## src/rtl/ddr_pkg.sv

```systemverilog
// ddr_pkg: shared DDR4 controller timing constants and types.
//
// Contents:
//   - Core timing defaults (CK_t cycles): tRC, tMOD, tREFI, tRP, tRFC,
//     plus REF_ALMOST_WIN, the early-warning window before a refresh falls due.
//   - Refresh debt sizing, selected by the macro REF_POSTPONE_EN:
//       defined   -> up to 8 postponed refreshes, 4-bit debt counter,
//                    each refresh sequence drains the whole debt.
//       undefined -> at most 1 owed refresh, 1-bit debt counter,
//                    exactly one REF per sequence.
//   - ref_state_type: refresh sequencer states.
package ddr_pkg;

  localparam int tRC            = 45;
  localparam int tMOD           = 24;
  localparam int tREFI          = 6240;
  localparam int tRP            = 11;
  localparam int tRFC           = 280;
  localparam int REF_ALMOST_WIN = 64;

`ifdef REF_POSTPONE_EN
  localparam bit POSTPONE_EN = 1'b1;
  localparam int MAX_DEBT    = 8;
  localparam int PEND_W      = 4;
`else
  localparam bit POSTPONE_EN = 1'b0;
  localparam int MAX_DEBT    = 1;
  localparam int PEND_W      = 1;
`endif

  typedef enum logic [2:0] {
    RF_IDLE = 3'd0,
    RF_PREA = 3'd1,
    RF_TRP  = 3'd2,
    RF_REF  = 3'd3,
    RF_TRFC = 3'd4,
    RF_DONE = 3'd5
  } ref_state_type;

endpackage

```

## src/rtl/ref_interval_cnt.sv

```systemverilog
// ref_interval_cnt: tREFI interval timer and refresh-debt bookkeeping.
//
// Ports:
//   CK_t           in   controller clock
//   reset_n        in   asynchronous active-low reset
//   ref_accept     in   a REF command was accepted by the arbiter this cycle
//   pending        out  number of refreshes currently owed
//   refresh_almost out  registered: debt outstanding or interval end is near
//   refresh_err    out  sticky: an interval elapsed with the debt already full
//
// The debt limit comes from ddr_pkg (macro REF_POSTPONE_EN).
module ref_interval_cnt
  import ddr_pkg::*;
#(
  parameter int TREFI      = tREFI,
  parameter int ALMOST_WIN = REF_ALMOST_WIN
) (
  input  logic              CK_t,
  input  logic              reset_n,
  input  logic              ref_accept,
  output logic [PEND_W-1:0] pending,
  output logic              refresh_almost,
  output logic              refresh_err
);

  localparam int                ICNT_W    = $clog2(TREFI);
  localparam logic [ICNT_W-1:0] ICNT_LAST = ICNT_W'(TREFI - 1);
  localparam logic [ICNT_W-1:0] ALMOST_AT = ICNT_W'(TREFI - ALMOST_WIN);
  localparam logic [PEND_W-1:0] DEBT_MAX  = PEND_W'(MAX_DEBT);

  logic [ICNT_W-1:0] icnt_q, icnt_d;
  logic [PEND_W-1:0] pending_q, pending_d;
  logic              almost_q, almost_d;
  logic              err_q, err_d;
  logic              wrap;

  // NOTE: every signal written here gets a default before any branch, so no
  // path leaves it unassigned and no latch can be inferred.
  always_comb begin
    wrap      = (icnt_q == ICNT_LAST);
    icnt_d    = icnt_q + ICNT_W'(1);
    pending_d = pending_q;
    err_d     = err_q;
    almost_d  = (pending_q != '0) || (icnt_q >= ALMOST_AT);

    if (wrap) begin
      icnt_d = '0;
      // A REF landing on the wrap cycle pays for the interval just ending.
      if (!ref_accept) begin
        if (pending_q == DEBT_MAX) err_d = 1'b1;
        else                       pending_d = pending_q + PEND_W'(1);
      end
    end else if (ref_accept) begin
      if (pending_q != '0) pending_d = pending_q - PEND_W'(1);
      else                 icnt_d    = '0;  // pulled-in refresh restarts the interval
    end
  end

  // NOTE: state flops use non-blocking assignments so every flop samples the
  // pre-edge value of every other flop, matching real hardware.
  always_ff @(posedge CK_t or negedge reset_n) begin
    if (!reset_n) begin
      icnt_q    <= '0;
      pending_q <= '0;
      almost_q  <= 1'b0;
      err_q     <= 1'b0;
    end else begin
      icnt_q    <= icnt_d;
      pending_q <= pending_d;
      almost_q  <= almost_d;
      err_q     <= err_d;
    end
  end

  assign pending        = pending_q;
  assign refresh_almost = almost_q;
  assign refresh_err    = err_q;

endmodule

```

## src/rtl/refresh_sched.sv

```systemverilog
// refresh_sched: DDR4 refresh scheduler feeding the controller FSM.
//
// Tracks the tREFI interval and the owed-refresh debt (ref_interval_cnt) and,
// when the controller enters its refresh state, runs PREA -> tRP -> REF -> tRFC.
// With macro REF_POSTPONE_EN defined, the sequence keeps issuing REFs until
// the debt is drained; otherwise it issues exactly one REF.
//
// Ports:
//   CK_t           in   controller clock
//   reset_n        in   asynchronous active-low reset
//   clear_refresh  in   holds the sequencer idle / releases refresh_done
//   refresh_start  in   controller FSM is in its refresh state
//   cmd_ready      in   arbiter accepts cmd_* this cycle
//   cmd_valid      out  command request
//   cmd_is_ref     out  0 = PREA, 1 = REF (meaningful with cmd_valid)
//   refresh_almost out  refresh owed or imminent
//   refresh_done   out  sequence complete, held until clear_refresh
//   refresh_err    out  sticky debt overflow
module refresh_sched
  import ddr_pkg::*;
#(
  parameter int TREFI      = tREFI,
  parameter int TRP        = tRP,
  parameter int TRFC       = tRFC,
  parameter int ALMOST_WIN = REF_ALMOST_WIN
) (
  input  logic CK_t,
  input  logic reset_n,
  input  logic clear_refresh,
  input  logic refresh_start,
  input  logic cmd_ready,
  output logic cmd_valid,
  output logic cmd_is_ref,
  output logic refresh_almost,
  output logic refresh_done,
  output logic refresh_err
);

  localparam int WAIT_MAX = (TRFC > TRP) ? TRFC : TRP;
  localparam int WAIT_W   = (WAIT_MAX > 1) ? $clog2(WAIT_MAX) : 1;

  ref_state_type     state_q, state_d;
  logic [WAIT_W-1:0] wcnt_q, wcnt_d;
  logic [PEND_W-1:0] pending;
  logic              ref_accept;
  logic              more_refs;

  // Outputs decode straight from the state flop, so the command stays stable
  // under backpressure and everything drops the instant reset asserts.
  assign cmd_valid    = (state_q == RF_PREA) || (state_q == RF_REF);
  assign cmd_is_ref   = (state_q == RF_REF);
  assign refresh_done = (state_q == RF_DONE);
  assign ref_accept   = cmd_valid & cmd_ready & cmd_is_ref;
  assign more_refs    = POSTPONE_EN && (pending != '0);

  ref_interval_cnt #(
    .TREFI      (TREFI),
    .ALMOST_WIN (ALMOST_WIN)
  ) u_cnt (
    .CK_t           (CK_t),
    .reset_n        (reset_n),
    .ref_accept     (ref_accept),
    .pending        (pending),
    .refresh_almost (refresh_almost),
    .refresh_err    (refresh_err)
  );

  always_comb begin
    state_d = state_q;
    wcnt_d  = wcnt_q;
    // clear_refresh both releases RF_DONE and aborts any sequence in flight.
    if (clear_refresh) begin
      state_d = RF_IDLE;
    end else begin
      case (state_q)
        RF_IDLE: if (refresh_start) state_d = RF_PREA;
        RF_PREA: if (cmd_ready) begin
          wcnt_d  = WAIT_W'(TRP - 1);
          state_d = RF_TRP;
        end
        RF_TRP: begin
          if (wcnt_q == '0) state_d = RF_REF;
          else              wcnt_d  = wcnt_q - WAIT_W'(1);
        end
        RF_REF: if (cmd_ready) begin
          wcnt_d  = WAIT_W'(TRFC - 1);
          state_d = RF_TRFC;
        end
        RF_TRFC: begin
          if (wcnt_q == '0) state_d = more_refs ? RF_REF : RF_DONE;
          else              wcnt_d  = wcnt_q - WAIT_W'(1);
        end
        RF_DONE: state_d = RF_DONE;
        default: state_d = RF_IDLE;
      endcase
    end
  end

  always_ff @(posedge CK_t or negedge reset_n) begin
    if (!reset_n) begin
      state_q <= RF_IDLE;
      wcnt_q  <= '0;
    end else begin
      state_q <= state_d;
      wcnt_q  <= wcnt_d;
    end
  end

endmodule

```

## config.mk

```make
export PLATFORM = sky130hd
export DESIGN_NAME = refresh_sched
export DESIGN_NICKNAME = d
export VERILOG_FILES = /design/src/rtl/ddr_pkg.sv /design/src/rtl/ref_interval_cnt.sv /design/src/rtl/refresh_sched.sv
export SDC_FILE = /design/constraint.sdc
export NUM_CORES = 1
export LEC_CHECK = 0
export CORE_ASPECT_RATIO = 2
export CORE_MARGIN = 8
export CORE_UTILIZATION = 48
export DETAILED_ROUTE_END_ITERATION = 10
export GPL_TIMING_DRIVEN = 0
export HOLD_SLACK_MARGIN = 0.02
export PLACE_DENSITY = 0.67
export SYNTH_ARGS = -nofsm -noshare
export SYNTH_HDL_FRONTEND = slang
export SYNTH_HIERARCHICAL = 1
export SYNTH_SLANG_ARGS = --single-unit
```

## constraint.sdc

```tcl
create_clock -name CK_t -period 5.1 [get_ports CK_t]
set_input_delay 1.02 -clock CK_t [delete_from_list [all_inputs] [get_ports CK_t]]
set_output_delay 1.02 -clock CK_t [all_outputs]
set_load 0.05 [all_outputs]
```

==> results of run 1 <==
## synthesized netlist by cell type, types with 2 or more instances
cell	instances	area share, %
a31oi_1	3	1.2
a21oi_1	6	1.9
nand2b_1	3	1.2
o31ai_1	5	2.4
nor2_1	20	4.9
inv_1	11	2.7
xor2_1	5	2.8
or4_4	2	1.5
buf_6	2	1.5
or4_1	5	2.4
ha_1	3	2.4
a21boi_1	2	0.97
nand2_1	7	1.7
buf_1	2	0.49
nor3_1	10	3.2
o21ai_0	3	0.97
nand3_1	5	1.6
nor2b_1	2	0.81
xnor2_1	7	4.0
and2_1	2	0.81
nand4_1	4	1.6
dfrtp_1	28	45
## area by class of cell
class / instances / share of cell area, %
Multi-Input combinational cell: 116 / 44.4
Clock buffer: 3 / 2.39
Inverter: 11 / 2.39
Sequential cell: 28 / 40.5
Clock inverter: 1 / 1.74
Buffer: 5 / 1.95
Timing Repair Buffer: 8 / 4.34
Tap cell: 31 / 2.24
## report_power, final
group / internal (uW) / total, uW / switching, uW
Combinational: 87.6 / 206 / 118
Clock: 105 / 173 / 68.5
Sequential: 273 / 340 / 66.5
## worst max path at each step
stage | startpoint | endpoint | slack [ns]
finish | state_q[2] | cmd_is_ref | 1.71
detailed placement | state_q[2] | cmd_is_ref | 2.03
CTS | state_q[2] | cmd_is_ref | 1.72
global placement | state_q[2] | cmd_is_ref | 2.05
global route | state_q[2] | cmd_is_ref | 1.57
floorplan | state_q[2] | cmd_is_ref | 2.04
## registers in the layout, summed over array words and instances, names as in the netlist
register              cells
state_q                   3
u_cnt/icnt_q             13
u_cnt/pending             1
u_cnt/refresh_almost      1
u_cnt/refresh_err         1
wcnt_q                    9
## layer usage
metal	vias to the layer above	share of wire [%]
met5	-	0
met4	0	2.1
met3	6	1.9
met2	19	58
met1	607	38
li1	594	-
## per-stage QoR
step | hold WS [ns] | util (%) | worst slack (ns) | cell area [sq um] | total power, uW
after floorplan | 0.469 | - | 2.04 | 1540 | 487
after global placement | 0.454 | 53.3 | 2.05 | 1660 | 537
after detailed placement | 0.479 | 53.3 | 2.03 | 1660 | 547
after CTS | 0.502 | 55.6 | 1.72 | 1730 | 721
after global routing | 0.541 | 55.4 | 1.57 | 1730 | 767
final | 0.497 | 55.4 | 1.71 | 1730 | 719
## critical path: stages, from the launching register on
cell and delay (ns):
dfrtp_1 0.46, nor2b_1 0.33, and2_1 0.18, clkbuf_1 0.27, clkdlybuf4s50_1 0.87
## cell families (layout without fill, tap and decap cells)
kind of cell / count (synthesis) / after routing / share of synthesized area [%]
and+or+nand+nor: 69 / 69 / 25.4
AOI/OAI and AO/OA: 30 / 30 / 13.5
DFF: 28 / 28 / 45.4
buffers and inverters: 16 / 28 / 4.86
xor gates and xnor gates: 13 / 13 / 7.86
adders and majority gates: 4 / 4 / 3.08
==> run summary, run 1 <==
The final-report hold violation count was 0. The summed instance area of the synthesized netlist was 1540 sq um; the number of antenna repair diodes was 0. The top fanout value on the critical path came out at 7. Across the run, the number of max-cap violations was 0. The post-detailed-routing wire length is 3290 microns.

Origin of the critical flop-to-flop path: wcnt_q[0]. The initial DRC count was 35; the count of clock tree sinks was 28. Transition time at the pin with the least slew margin: 0.632 ns. At the worst endpoint, the required time is 4.08 ns. TritonCTS built the clock tree. VDD sags by at most 300 uV. First-pass GRT wire length: 5730 microns. The number of nets in the synthesized netlist came out at 168. For the count of endpoints failing setup in the final report, the log shows 0.

The number of enable-type register cells in the synthesized netlist came out at 0. The startpoint identified for the worst hold timing path is u_cnt/refresh_err. The area growth from synthesis to final layout came out at 12.0%. Most frequent standard cell in the layout excluding fill and tap cells: dfrtp_1.

Kind of start point of the critical path: a register. Post-CTS timing repair inserted 0 buffers for setup. The tools report the clock root buffer as clkbuf_8.

The busiest layer in global routing is met2. The length in cells of the worst reg-to-reg path was 6; the instance count after placement with tap cells included was 199. The die covers 5400 sq um. The logs give 25.7% for the global routing met2 resource utilization and 3 for the clock buffer count from CTS.

The initial antenna violation count is 0, and the sequential cell area in the final layout is 701 sq um. The die is 56.1 microns wide. The flow ran to the end, and the final reports show no timing, DRC or antenna violations.

Between clock sinks in the finished design, the worst skew comes to 0.00144 ns. The post-layout instance count excluding filler cells is 203. The power density over cell area is 416 nW/um^2. The worst setup path is of the reg2out kind.

The tools report the number of max-slew violations in the final report as 0. The endpoint identified for the worst register-to-register timing path is wcnt_q[3]. In this run the register-to-register setup slack is 2.98 ns.

Setup repair after global routing left no endpoint under its margin. For this run, design rule violations remaining after detail routing come to 0. After detailed routing, the average wire length per cell comes to 16.2 microns. For this run, global-route usage on met1 was measured as 12.2%.

Global routing used 12.6% of the available tracks. The wire-length estimate of the detail-placed layout is 2480 microns. The average footprint of a synthesized cell is 9.65 sq um.

The final critical-path share of the clock period was 66.6%. The element type at the critical path end is an output port. The routed layout has 1,226 vias. The Yosys step of the flow raised 6 warnings. Buffers inserted to repair hold after CTS numbered 0. For this run, the leading register cell type out of synthesis is dfrtp_1. Synthesis handed over a netlist of 160 instances.

The run gives 1 as the number of H-tree levels. For this run, the detailed router's first-pass iteration total came to 4. The tools report the area used by multi-input combinational logic as 768 sq um. Leaving out fill and tap cells, the most frequent cells in the layout are 28 x dfrtp_1, 20 x nor2_1, 11 x inv_1. The number of cells on the worst hold path works out to 1.

The tools report the post-synthesis sequential area ratio as 45.4%. For this configuration, the core starts out at a cell density of 49.5%. In this run the remaining antenna-violating nets after routing total 0.

The tools report the count of instances resized after the clock tree is built as 0. The highest attainable clock frequency was 295 MHz. The die is 96.2 microns tall. Counting flops and latches in the post-synthesis netlist gives 28. For met3 alone, demand over resource in global routing was 1.45%.

Of the cells placed in the final design, the portion with a size suffix greater than 1 is 7.56%. For the worst setup path, the data arrival time is 2.37 ns. For this run the aggregate overflow at the end of global routing stands at 0. For the clock latency reported for the late side of the worst-skew pair, the log shows 0.27 ns.

The synthesized netlist contains 45 unique library cells. For the standard cell core area, the log shows 3120 sq um. For this design the top-level I/O count stands at 10. The routed design could run at a clock period as short as 3.39 ns. After clock tree synthesis, the clock-pin slew on the worst setup and hold paths is 0.10 ns. Headroom to the max-slew limit came out at 57.9%. The ratio of routed vias to standard cells came out at 6.04. The leakage power of the design was 0.000722 uW; the count of standard-cell rows was 29. The total negative setup slack came out at 0 ns. The worst hold path terminates at u_cnt/refresh_err. The layout has 297 filler cells.

The count of input and output buffers is 8, and the weighted congestion at the end of routability-driven global placement is 0.852. Entering global routing, the biggest net connects 29 pins. For this run, the post-layout net count is 181.

The worst hold path belongs to the class reg2reg. The number of global-route vias before repair was 1,262; the number of buffers on the longest clock path was 2. Counting flops with an async set or reset pin after synthesis yields a share of 100%.
No activity file was read; power rests on OpenSTA's default activity.
==> run 2: changes to the inputs <==
clock period = 3.25 ns   (was 5.1 ns; I/O delays follow)
==> results of run 2 <==
The final DEF is identical to that of run 1. Status: completed.
Among the figures that moved: setup slack after placement 2.03 ns -> 0.553 ns; setup slack after layout 1.71 ns -> 0.225 ns; hold slack 0.497 ns -> 0.388 ns; register-to-register setup slack 2.98 ns -> 1.13 ns; total power 719 uW -> 1130 uW; worst IR drop on VDD 300 uV -> 471 uV
